## src/rtl/hwpe_tcdm_mux_pkg.sv

```systemverilog
// Shared types and default sizing for the HWPE TCDM request multiplexer.
// The port-index type is sized for the largest supported fan-in.
package hwpe_tcdm_mux_package;

    localparam int unsigned DEFAULT_NB_IN           = 3;
    localparam int unsigned DEFAULT_MAX_OUTSTANDING = 4;
    localparam int unsigned PORT_IDX_W              = 8;

    typedef logic [PORT_IDX_W-1:0] port_idx_t;

endpackage

```

## src/rtl/hwpe_tcdm_mux_id_fifo.sv

```systemverilog
// In-order FIFO of granted port indices; the head names the port owed the next response.
module hwpe_tcdm_mux_id_fifo
    import hwpe_tcdm_mux_package::*;
#(
    parameter int unsigned DEPTH = DEFAULT_MAX_OUTSTANDING,
    localparam int unsigned CNT_W = $clog2(DEPTH + 1)
) (
    input  logic             clk_i,
    input  logic             rst_i,
    input  logic             push,
    input  port_idx_t        push_id,
    input  logic             pop,
    output port_idx_t        head,
    output logic [CNT_W-1:0] count,
    output logic             full,
    output logic             empty
);

    localparam int unsigned PTR_W = (DEPTH > 1) ? $clog2(DEPTH) : 1;

    port_idx_t          mem [DEPTH];
    logic [PTR_W-1:0]   wr_ptr;
    logic [PTR_W-1:0]   rd_ptr;
    logic               do_push;
    logic               do_pop;

    function automatic logic [PTR_W-1:0] ptr_inc(input logic [PTR_W-1:0] p);
        return (p == PTR_W'(DEPTH - 1)) ? '0 : p + 1'b1;
    endfunction

    always_comb begin
        full    = (count == CNT_W'(DEPTH));
        empty   = (count == '0);
        do_push = push && !full;
        do_pop  = pop && !empty;
        head    = mem[rd_ptr];
    end

    always_ff @(posedge clk_i) begin
        if (rst_i) begin
            wr_ptr <= '0;
            rd_ptr <= '0;
            count  <= '0;
        end else begin
            if (do_push) begin
                mem[wr_ptr] <= push_id;
                wr_ptr      <= ptr_inc(wr_ptr);
            end
            if (do_pop) begin
                rd_ptr <= ptr_inc(rd_ptr);
            end
            // simultaneous push and pop leaves the occupancy unchanged
            if (do_push && !do_pop) begin
                count <= count + 1'b1;
            end else if (do_pop && !do_push) begin
                count <= count - 1'b1;
            end
        end
    end

endmodule

```

## src/rtl/hwpe_tcdm_mux.sv

```systemverilog
// Round-robin merge of NB_IN HWPE TCDM masters onto one memory port,
// with in-order response routing through an ID FIFO.
module hwpe_tcdm_mux
    import hwpe_tcdm_mux_package::*;
#(
    parameter int unsigned NB_IN           = DEFAULT_NB_IN,
    parameter int unsigned ADDR_WIDTH      = 32,
    parameter int unsigned DATA_WIDTH      = 32,
    parameter int unsigned MAX_OUTSTANDING = DEFAULT_MAX_OUTSTANDING,
    localparam int unsigned BE_WIDTH       = DATA_WIDTH / 8,
    localparam int unsigned CNT_W          = $clog2(MAX_OUTSTANDING + 1)
) (
    input  logic                                clk_i,
    input  logic                                rst_i,
    input  logic [NB_IN-1:0]                    in_req,
    output logic [NB_IN-1:0]                    in_gnt,
    input  logic [NB_IN-1:0][ADDR_WIDTH-1:0]    in_add,
    input  logic [NB_IN-1:0]                    in_wen,
    input  logic [NB_IN-1:0][BE_WIDTH-1:0]      in_be,
    input  logic [NB_IN-1:0][DATA_WIDTH-1:0]    in_data,
    output logic [NB_IN-1:0][DATA_WIDTH-1:0]    in_r_data,
    output logic [NB_IN-1:0]                    in_r_valid,
    output logic                                out_req,
    output logic [ADDR_WIDTH-1:0]               out_add,
    output logic                                out_wen,
    output logic [BE_WIDTH-1:0]                 out_be,
    output logic [DATA_WIDTH-1:0]               out_data,
    input  logic                                out_gnt,
    input  logic [DATA_WIDTH-1:0]               out_r_data,
    input  logic                                out_r_valid,
    output logic [CNT_W-1:0]                    outstanding_o,
    output logic                                err_o
);

    localparam int unsigned IDX_W = (NB_IN > 1) ? $clog2(NB_IN) : 1;

    logic [IDX_W-1:0] rr_ptr;
    logic [IDX_W-1:0] winner;
    logic             any_req;
    logic             handshake;
    logic             fifo_full;
    logic             fifo_empty;
    logic             fifo_pop;
    port_idx_t        fifo_head;

    // First requester at or after rr_ptr; the wrap is a subtraction since rr_ptr + i < 2*NB_IN.
    always_comb begin
        int unsigned cand;
        logic        found;
        winner = '0;
        found  = 1'b0;
        cand   = 0;
        for (int unsigned i = 0; i < NB_IN; i++) begin
            cand = int'(rr_ptr) + i;
            if (cand >= NB_IN) begin
                cand = cand - NB_IN;
            end
            if (!found && in_req[cand]) begin
                found  = 1'b1;
                winner = IDX_W'(cand);
            end
        end
    end

    always_comb begin
        any_req   = |in_req;
        out_req   = any_req && !fifo_full && !rst_i;
        handshake = out_req && out_gnt;
        out_add   = in_add[winner];
        out_wen   = in_wen[winner];
        out_be    = in_be[winner];
        out_data  = in_data[winner];
        fifo_pop  = out_r_valid && !fifo_empty && !rst_i;
        for (int unsigned i = 0; i < NB_IN; i++) begin
            in_gnt[i]     = handshake && (winner == IDX_W'(i));
            in_r_valid[i] = fifo_pop && (fifo_head == port_idx_t'(i));
            in_r_data[i]  = out_r_data;
        end
    end

    always_ff @(posedge clk_i) begin
        if (rst_i) begin
            rr_ptr <= '0;
            err_o  <= 1'b0;
        end else begin
            if (handshake) begin
                rr_ptr <= (winner == IDX_W'(NB_IN - 1)) ? '0 : winner + 1'b1;
            end
            if (out_r_valid && fifo_empty) begin
                err_o <= 1'b1;
            end
        end
    end

    hwpe_tcdm_mux_id_fifo #(
        .DEPTH (MAX_OUTSTANDING)
    ) i_id_fifo (
        .clk_i   (clk_i),
        .rst_i   (rst_i),
        .push    (handshake),
        .push_id (port_idx_t'(winner)),
        .pop     (fifo_pop),
        .head    (fifo_head),
        .count   (outstanding_o),
        .full    (fifo_full),
        .empty   (fifo_empty)
    );

endmodule

```

## config.mk

```make
export PLATFORM = sky130hd
export DESIGN_NAME = hwpe_tcdm_mux
export DESIGN_NICKNAME = d
export VERILOG_FILES = /design/src/rtl/hwpe_tcdm_mux_pkg.sv /design/src/rtl/hwpe_tcdm_mux_id_fifo.sv /design/src/rtl/hwpe_tcdm_mux.sv
export SDC_FILE = /design/constraint.sdc
export NUM_CORES = 1
export LEC_CHECK = 0
export BUFFER_PORTS_ARGS = -buffer_cell sky130_fd_sc_hd__buf_2
export CORE_AREA = 2 2 166 168
export DETAILED_ROUTE_END_ITERATION = 6
export DIE_AREA = 0 0 168 170
export PLACE_DENSITY = 0.49
export SETUP_SLACK_MARGIN = 0.05
export SLEW_MARGIN = 20
export SYNTH_ARGS = -nofsm -noshare
export SYNTH_HDL_FRONTEND = slang
export SYNTH_HIERARCHICAL = 1
export SYNTH_SLANG_ARGS = --single-unit
```

## constraint.sdc

```tcl
create_clock -name clk_i -period 2.34 [get_ports clk_i]
set_input_delay 0 -clock clk_i [delete_from_list [all_inputs] [get_ports clk_i]]
set_output_delay 0 -clock clk_i [all_outputs]
set_load 0.05 [all_outputs]
```

==> flow_summary.toml, run 1 <==
[timing]
worst_pin_slew_ps = 502
period_share = 1.09
setup_viol = 71
hold_viol_final = 0
fmax_mhz = 392
layout_setup_ws_ps = -212
layout_min_cycle_time_ps = 2550
rsz0062_at_grt = "yes"
slew_violations = 0
finalClockSkew_ps = 5.35
timing.slew.headroom = 0.663

[logic_synthesis]
synth_area_leaders = "edfxtp_1, buf_4, a31oi_1, nand3_1, o21ai_0"
synth_edf_count = 32
ys.flop_type = "edfxtp_1"
netlist_top_cells_count = "buf_4, nor2_1, nand3_1, o21ai_0, a31oi_1"
synth_cell_type_count = 50
ys_seq_elements = 44
synth_top_cell_by_area = "edfxtp_1"
yosysWarnings = 6
synth.most_common_cell = "buf_4"
ys_seq_area_frac = 0.272
synth_top_area_frac = 0.218
netlist_area_sq_um = 4410
syn-mean-instance-area_sq_um = 7.74
syn_inst = 570
synthArstFlopShare = 0

[hold_path]
hold_class = "input pin to primary output"

[floorplan]
die_x_um = 168
core_area_sq_um = 26700
num_rows = 60
pin_count = 422
initial_core_util = 0.166
dieArea_sq_um = 28600
die_h_um = 170

[global_route]
grt_antenna_before_repair = 2
track_usage = 0.153
grt-ovfl-total = 0
grt_max_degree = 40
grt_first_pass_wirelength_um = 33500
grt_pass1_vias = 5481

[pwr]
powerDensity_nw_per_um2 = 906
power_mw = 8.85
ir_drop_v = 0.000381
power_leakage_nw = 3.85

[final_layout]
area_growth_pct = 121
nets = 1130
n_fill_cell = 2644
drive_above_1_share = 0.724

[worst_setup_path]
max_stage_delay_ps = 380
crit_buf_inv = 5
path_depth = 10
setup.worst_path.start = "rr_ptr[0]"
ff2ff_setup_slack_ps = 60
crit_end = "out_add[19]"
critical_path.cell_chain = "inv_4 > ha_4 > buf_4 > a2111oi_4 > buf_4 > a211o_4 > clkbuf_16 > nand3_1 > a31oi_4 > buf_12"
path_common_cell = "buf_4"
r2r_cells = 10
cp.required_ps = 2340
cp_top_family = "buffers and inverters"
path_max_fanout = 19
start_kind = "flip-flop"
reg2reg_from = "rr_ptr[1]"
crit_slowest_cell = "dfxtp_4"
cp-end-kind = "primary output"
crit_type = "flip-flop to primary output"
crit_arrival_ps = 2550
r2r_end = "rr_ptr[1]"

[cts]
clk_pin_slew_ps = 60
numCtsBuffers = 5
cts_max_level = 2
insertion_delay_ps = 280
cts_root_buffer = "clkbuf_16"
cts_buffer_depth = 2
cts.sinks = 44
cts_tree = "built"

[place]
pre_cts_slack_ps = -170
routabilityCongestion = 0.762
port_buffers = 293
dpl.hpwl_um = 16500

[route]
wl_per_cell_um = 20.6
drc = 0
first_iter_violations = 249
postRouteAntennaNets = 0
vias = 5468
via_per_inst = 4.50
wirelength_um = 25100
dr.pass1.iters = 4

[run_status]
violations = "negative setup slack"
status = "complete, but fails checks"

[flow_run]
drv_cap = 0
## stage by stage
step	hold WS [ps]	util	instances	cell area, sq um	TNS [ps]
after floorplan	62.4	-	593	5650	-11580
after global placement	0.654	0.279	1136	7440	-2910
after detailed placement	0.654	0.279	1136	7440	-4680
after CTS	0.654	0.344	1198	9170	-10520
after global routing	0.485	0.367	1216	9770	-17330
final	0.143	0.367	1216	9770	-11560
## flip-flops by register name (all words and copies together) (netlist names), named ones only
name	cells
err_o	1
i_id_fifo/mem	32
rr_ptr	2
i_id_fifo/rd_ptr	2
i_id_fifo/wr_ptr	2
i_id_fifo/count	3
## logic make-up (layout without fill, tap and decap cells)
group,after synthesis,after routing,share of synthesized area
AO/OA/AOI/OAI,159,159,0.218
other,1,25,0.000850
buffers and inverters,158,439,0.223
flip-flops,44,44,0.272
adder cells (fa/ha/maj),11,11,0.0329
multiplexers,13,13,0.0533
XOR/XNOR,2,2,0.00397
AND/OR/NAND/NOR,182,182,0.196
## how the worst min path moves through the flow
stage	startpoint	to	slack [ps]	cells past startpoint
3_3_place_gp	out_r_data[24]	in_r_data[88]	0.7	0
3_5_place_dp	out_r_data[24]	in_r_data[88]	0.7	0
5_1_grt	out_r_data[18]	in_r_data[82]	0.5	0
6_report	out_r_data[24]	in_r_data[88]	0.1	0
2_1_floorplan	rst_i	rr_ptr[1]	60	1
4_1_cts	out_r_data[24]	in_r_data[88]	0.7	0
## repair_timing
item	4_1_cts	5_1_grt
resized for setup	262	96
setup buffers	41	7
gates cloned	12	13
setup endpoints to repair	78	77
pin swaps	10	54
hold buffers	1	0
hold endpoints to repair	1	0
## placed cells by master (no fill, tap or decap), types with 8 or more instances in the layout
master       n
nor2_4      15
buf_6       55
buf_16      14
clkbuf_16   15
nor2_2      12
a31oi_4     69
buf_4       60
nand3_1     37
nor2_1      49
buf_8       14
buf_2      219
nand3_2     32
o21ai_2     20
edfxtp_1    32
buf_12      43
mux4_2       8
conb_1      24
o21ai_1     44
## per-layer routing
layer / vias to the layer above / track usage / part of all wire
li1: 2565 / - / -
met1: 2612 / 0.198 / 0.44
met2: 285 / 0.263 / 0.49
met3: 6 / 0.0370 / 0.068
met4: 0 / 0.0223 / 0.0043
met5: - / 0 / 0
## final cells by class
| type | count | area, sq um | share of cell area |
|---|---|---|---|
| Antenna cell | 1 | 2.50 | 0.000256 |
| Clock buffer | 5 | 125 | 0.0128 |
| Clock inverter | 3 | 46.3 | 0.00474 |
| Inverter | 14 | 63.8 | 0.00653 |
| Multi-Input combinational cell | 391 | 3990 | 0.409 |
| Sequential cell | 44 | 1220 | 0.125 |
| Tap cell | 341 | 427 | 0.0437 |
| Timing Repair Buffer | 417 | 3890 | 0.398 |
## report_power, final
| group | switching, mW | total (mW) | internal, mW |
|---|---|---|---|
| clock | 0.295 | 0.802 | 0.507 |
| sequential | 0.0493 | 0.946 | 0.896 |
| combinational | 3.97 | 7.10 | 3.13 |
| total | 4.32 | 8.85 | 4.53 |
(Power assumes the default switching activity.)
==> run 2, diff against run 1 <==
--- a/config.mk
+++ b/config.mk
@@ -6,10 +6,12 @@
 export NUM_CORES = 1
 export LEC_CHECK = 0
 export BUFFER_PORTS_ARGS = -buffer_cell sky130_fd_sc_hd__buf_2
-export CORE_AREA = 2 2 166 168
+export CELL_PAD_IN_SITES_DETAIL_PLACEMENT = 0
+export CELL_PAD_IN_SITES_GLOBAL_PLACEMENT = 1
+export CORE_AREA = 2 2 163 165
 export DETAILED_ROUTE_END_ITERATION = 6
-export DIE_AREA = 0 0 168 170
-export PLACE_DENSITY = 0.49
+export DIE_AREA = 0 0 165 167
+export PLACE_DENSITY = 0.69
 export SETUP_SLACK_MARGIN = 0.05
 export SLEW_MARGIN = 20
 export SYNTH_ARGS = -nofsm -noshare
==> flow_summary.toml, run 2 (synthesis results as in run 1) <==
[route]
first_iter_violations = 275
vias = 5440
drc = 0
wirelength_um = 22900
postRouteAntennaNets = 0
wl_per_cell_um = 18.7
dr.pass1.iters = 4
via_per_inst = 4.44

[pwr]
ir_drop_v = 0.000539
powerDensity_nw_per_um2 = 853
pwr-share-comb = 0.809
switching_share = 0.501
p_int_mw = 4.24
pwr-share-seq = 0.111
switchingPower_mw = 4.25
clock_power_share = 0.081
power_leakage_nw = 3.86

[floorplan]
initial_core_util = 0.171
pin_count = 422
die_x_um = 165
core_area_sq_um = 25800
num_rows = 59
dieArea_sq_um = 27600
die_h_um = 167

[global_route]
grt_pass1_vias = 5798
top_usage_layer = "met2"
met1_usage = 0.192
grt_first_pass_wirelength_um = 32800
use_met2 = 0.268
grt_max_degree = 38
use_met3 = 0.0423
track_usage = 0.154
grt_antenna_before_repair = 1
grt-ovfl-total = 0

[worst_setup_path]
reg2reg_from = "rr_ptr[0]"
crit_slowest_cell = "or4_4"
crit_arrival_ps = 2600
crit_type = "flip-flop to primary output"
path_max_fanout = 6
cp.required_ps = 2340
path_common_cell = "buf_6"
r2r_end = "rr_ptr[1]"
max_stage_delay_ps = 570
cp_top_family = "simple AND/OR/NAND/NOR gates"
critical_path.cell_chain = "inv_4 > ha_4 > buf_6 > o2111a_1 > nor3_4 > buf_6 > inv_2 > or4_4 > clkinvlp_4 > buf_8"
cp-end-kind = "primary output"
ff2ff_setup_slack_ps = 80
crit_buf_inv = 6
start_kind = "flip-flop"
r2r_cells = 9

[timing]
rsz0062_at_grt = "yes"
timing.slew.headroom = 0.630
hold_viol_final = 0
setup_viol = 72
layout_min_cycle_time_ps = 2600
finalClockSkew_ps = 3.68
period_share = 1.11
fmax_mhz = 385
worst_pin_slew_ps = 553
layout_setup_ws_ps = -257
slew_violations = 0

[final_layout]
largest_register_ffs = 32
final_cell_area_sq_um = 9950
n_fill_cell = 2507
final_common_cell = "buf_2"
stdcell_count = 1225
area_growth_pct = 125
regMostFlops = "i_id_fifo/mem"
layout_common_cells = "buf_2, buf_6, a31oi_4"
largest_registers = "i_id_fifo/mem (32), i_id_fifo/count (3)"
drive_above_1_share = 0.764
nets = 1145

[hold_path]
min_path_cells = 0
hold_class = "input pin to primary output"
hold-path-endpoint = "in_r_data[23]"
worstHoldStart = "out_r_data[23]"

[run_status]
status = "complete, but fails checks"
violations = "negative setup slack"

[place]
routabilityCongestion = 0.891
pre_cts_slack_ps = -147
dpl.hpwl_um = 16000
port_buffers = 293
postPlaceCellArea_sq_um = 7620
dp_cells = 1177

[cts]
numCtsBuffers = 5
cts_root_buffer = "clkbuf_16"
clk_pin_slew_ps = 60
cts.sinks = 44
insertion_delay_ps = 290
cts_max_level = 2
cts_buffer_depth = 2
cts_tree = "built"

[flow_run]
drv_cap = 0
## run 2: cell count changes in the layout (fill, tap and decap cells not counted), moves of 7 or more
cell,delta
nand3_4,+21
nand3_2,-20
o21ai_4,+12
buf_6,+32
o21ai_1,-34
clkbuf_16,-7
buf_16,-7
buf_12,-9
nor2_4,-11
o21ai_2,+22
## run 2: per-layer routing
| layer | up-vias | wire length (um) |
|---|---|---|
| li1 | 2586 | - |
| met3 | 15 | 1530 |
| met5 | - | 0 |
| met1 | 2619 | 9230 |
| met4 | 0 | 207 |
| met2 | 220 | 11900 |
## run 2: worst max-delay path by stage
stage	from	slack, ps	depth (start not counted)	to
finish	rr_ptr[0]	-260	10	in_gnt[1]
global route	rr_ptr[0]	-330	10	in_gnt[1]
CTS	rr_ptr[1]	-230	10	in_gnt[1]
detailed placement	rr_ptr[1]	-150	9	out_data[21]
global placement	rr_ptr[1]	-130	9	out_data[21]
floorplan	i_id_fifo/count[2]	-450	13	i_id_fifo/count[2]
## run 2: final cells by class
type | count | area, sq um | share of cell area
Tap cell | 335 | 419 | 0.0421
Timing Repair Buffer | 432 | 3790 | 0.381
Clock inverter | 3 | 18.8 | 0.00189
Multi-Input combinational cell | 391 | 4310 | 0.433
Inverter | 14 | 63.8 | 0.00641
Antenna cell | 1 | 2.50 | 0.000251
Clock buffer | 5 | 125 | 0.0126
Sequential cell | 44 | 1220 | 0.123
## run 2: repair_timing
action / 4_1_cts / 5_1_grt
gates resized for setup: 375 / 99
buffers inserted: 29 / 10
cloned: 10 / 3
endpoints found under the setup margin: 75 / 78
hold buffers: 1 / 0
hold endpoints to repair: 1 / 0
pin swaps: 36 / 47
## run 2: per-stage QoR
stage                     hold slack, ps  setup TNS (ps)  power, mW   util
after floorplan                     62.4          -11580       5.11      -
final                             0.0343          -10120       8.49  0.386
after global placement             0.654           -4620       6.27  0.296
after detailed placement           0.654           -4810       6.30  0.296
after global routing               0.305          -16440       8.83  0.386
after CTS                          0.654          -11210       8.24  0.368
## run 2: power by group through the flow
stage	logic, mW	registers (mW)	clock network (mW)
finish	6.86	0.941	0.685
global route	7.15	0.948	0.730
CTS	6.61	0.940	0.696
detailed placement	5.35	0.950	0
global placement	5.32	0.949	0
floorplan	4.11	1.00	0
## run 2: worst register-to-register path, stage by stage (launching register included)
cell	delay, ps
dfxtp_4	380
inv_4	50
ha_4	260
buf_6	120
o2111a_1	260
nor3_4	230
buf_6	140
inv_2	40
or4_4	570
a21oi_2	130
==> run 3, diff against run 2 <==
--- a/config.mk
+++ b/config.mk
@@ -13,6 +13,7 @@
 export DIE_AREA = 0 0 165 167
 export PLACE_DENSITY = 0.69
 export SETUP_SLACK_MARGIN = 0.05
+export SKIP_LAST_GASP = 1
 export SLEW_MARGIN = 20
 export SYNTH_ARGS = -nofsm -noshare
 export SYNTH_HDL_FRONTEND = slang
==> flow_summary.toml, run 3 (synthesis results as in run 1) <==
[run_status]
status = "complete, but fails checks"
violations = "negative setup slack"

[final_layout]
regMostFlops = "i_id_fifo/mem"
final_common_cell = "buf_2"
n_fill_cell = 2488
nets = 1149
largest_register_ffs = 32
area_growth_pct = 125
layout_common_cells = "buf_2, buf_6, a31oi_4"
drive_above_1_share = 0.747
largest_registers = "i_id_fifo/mem (32), i_id_fifo/count (3)"

[route]
vias = 5474
drc = 0
wirelength_um = 22700
wl_per_cell_um = 18.5
dr.pass1.iters = 4
first_iter_violations = 221
via_per_inst = 4.45
postRouteAntennaNets = 0

[timing]
rsz0062_at_grt = "yes"
hold_viol_final = 0
setup_tns_ps = -10500
fmax_mhz = 387
layout_min_cycle_time_ps = 2580
worst_pin_slew_ps = 561
slew_violations = 0
setup_viol = 71
period_share = 1.10
timing.slew.headroom = 0.625
layout_setup_ws_ps = -242
finalClockSkew_ps = 3.90

[place]
dpl.hpwl_um = 16000
pre_cts_slack_ps = -147
routabilityCongestion = 0.891
port_buffers = 293

[cts]
clk_pin_slew_ps = 60
cts_tree = "built"
insertion_delay_ps = 280
numCtsBuffers = 5
cts_max_level = 2
cts_root_buffer = "clkbuf_16"
cts_buffer_depth = 2
cts.sinks = 44

[floorplan]
core_area_sq_um = 25800
pin_count = 422
initial_core_util = 0.171
num_rows = 59
die_h_um = 167
die_x_um = 165
dieArea_sq_um = 27600

[global_route]
track_usage = 0.152
grt-ovfl-total = 0
grt_max_degree = 38
grt_first_pass_wirelength_um = 32400
grt_antenna_before_repair = 1
grt_pass1_vias = 5719

[worst_setup_path]
cp.required_ps = 2340
start_kind = "flip-flop"
critical_path.cell_chain = "buf_6 > ha_4 > buf_4 > a2111oi_4 > a211oi_4 > buf_12 > buf_16 > buf_8 > o21ai_2 > a31oi_4 > buf_6"
crit_slowest_cell = "a211oi_4"
path_common_cell = "buf_6"
path_max_fanout = 6
cp-end-kind = "primary output"
crit_type = "flip-flop to primary output"
crit_arrival_ps = 2580
max_stage_delay_ps = 480

[pwr]
ir_drop_v = 0.000532
powerDensity_nw_per_um2 = 851
power_leakage_nw = 3.88

[flow_run]
drv_cap = 0

[hold_path]
hold_class = "input pin to primary output"
[run 3: cell count changes in the layout (fill, tap and decap cells not counted), sizes merged]
cell | before | now
buf | 428 | 432
[run 3: per-stage QoR]
stage | total power, mW | utilization | hold WS (ps) | area, sq um | instances
6_report | 8.46 | 0.386 | 0.0343 | 9940 | 1229
4_1_cts | 8.12 | 0.360 | 0.654 | 9290 | 1219
3_3_place_gp | 6.27 | 0.296 | 0.654 | 7620 | 1177
3_5_place_dp | 6.30 | 0.296 | 0.654 | 7620 | 1177
5_1_grt | 8.81 | 0.386 | 0.305 | 9940 | 1229
2_1_floorplan | 5.11 | - | 62.4 | 5650 | 593
[run 3: worst paths after layout]
kind | start | to | slack [ps] | cells after the start
max reg2reg | rr_ptr[0] | rr_ptr[1] | 100 | 9
min reg2reg | i_id_fifo/rd_ptr[0] | flip-flop | 480 | 2
min | out_r_data[23] | in_r_data[23] | 0.03 | 0
max | rr_ptr[1] | out_data[0] | -240 | 11
[run 3: critical path: cells and delay by family, from the launching register on]
family	cells	cell delay (ps)
AOI/OAI and AO/OA	4	800
buffers and inverters	6	850
DFF	1	330
adders and majority gates	1	300
[run 3: repair_timing]
action / CTS / global route
pin swaps: 31 / 57
resized for setup: 331 / 129
buffers inserted: 29 / 14
cloned: 10 / 3
hold endpoints to repair: 1 / 0
hold buffers: 1 / 0
setup endpoints to repair: 75 / 78
[run 3: layout make-up]
| class | instances | area (sq um) | share of cell area |
|---|---|---|---|
| clock buffers | 5 | 125 | 0.0126 |
| repair buffers | 436 | 3840 | 0.386 |
| clock inverters | 3 | 18.8 | 0.00189 |
| flip-flops and latches | 44 | 1220 | 0.123 |
| well taps | 335 | 419 | 0.0422 |
| inverters | 14 | 61.3 | 0.00617 |
| diodes | 1 | 2.50 | 0.000252 |
| multi-input cells | 391 | 4250 | 0.428 |
[run 3: per-layer routing]
layer / wire length [um] / vias up / GRT usage
met5: 0 / - / 0
met4: 197 / 0 / 0.0200
met3: 1610 / 13 / 0.0418
met2: 11600 / 227 / 0.266
met1: 9300 / 2633 / 0.190
li1: - / 2601 / -
[run 3: power breakdown]
part / internal, mW / switching [mW]
clock: 0.391 / 0.291
sequential: 0.897 / 0.0438
combinational: 2.95 / 3.89
total: 4.23 / 4.22
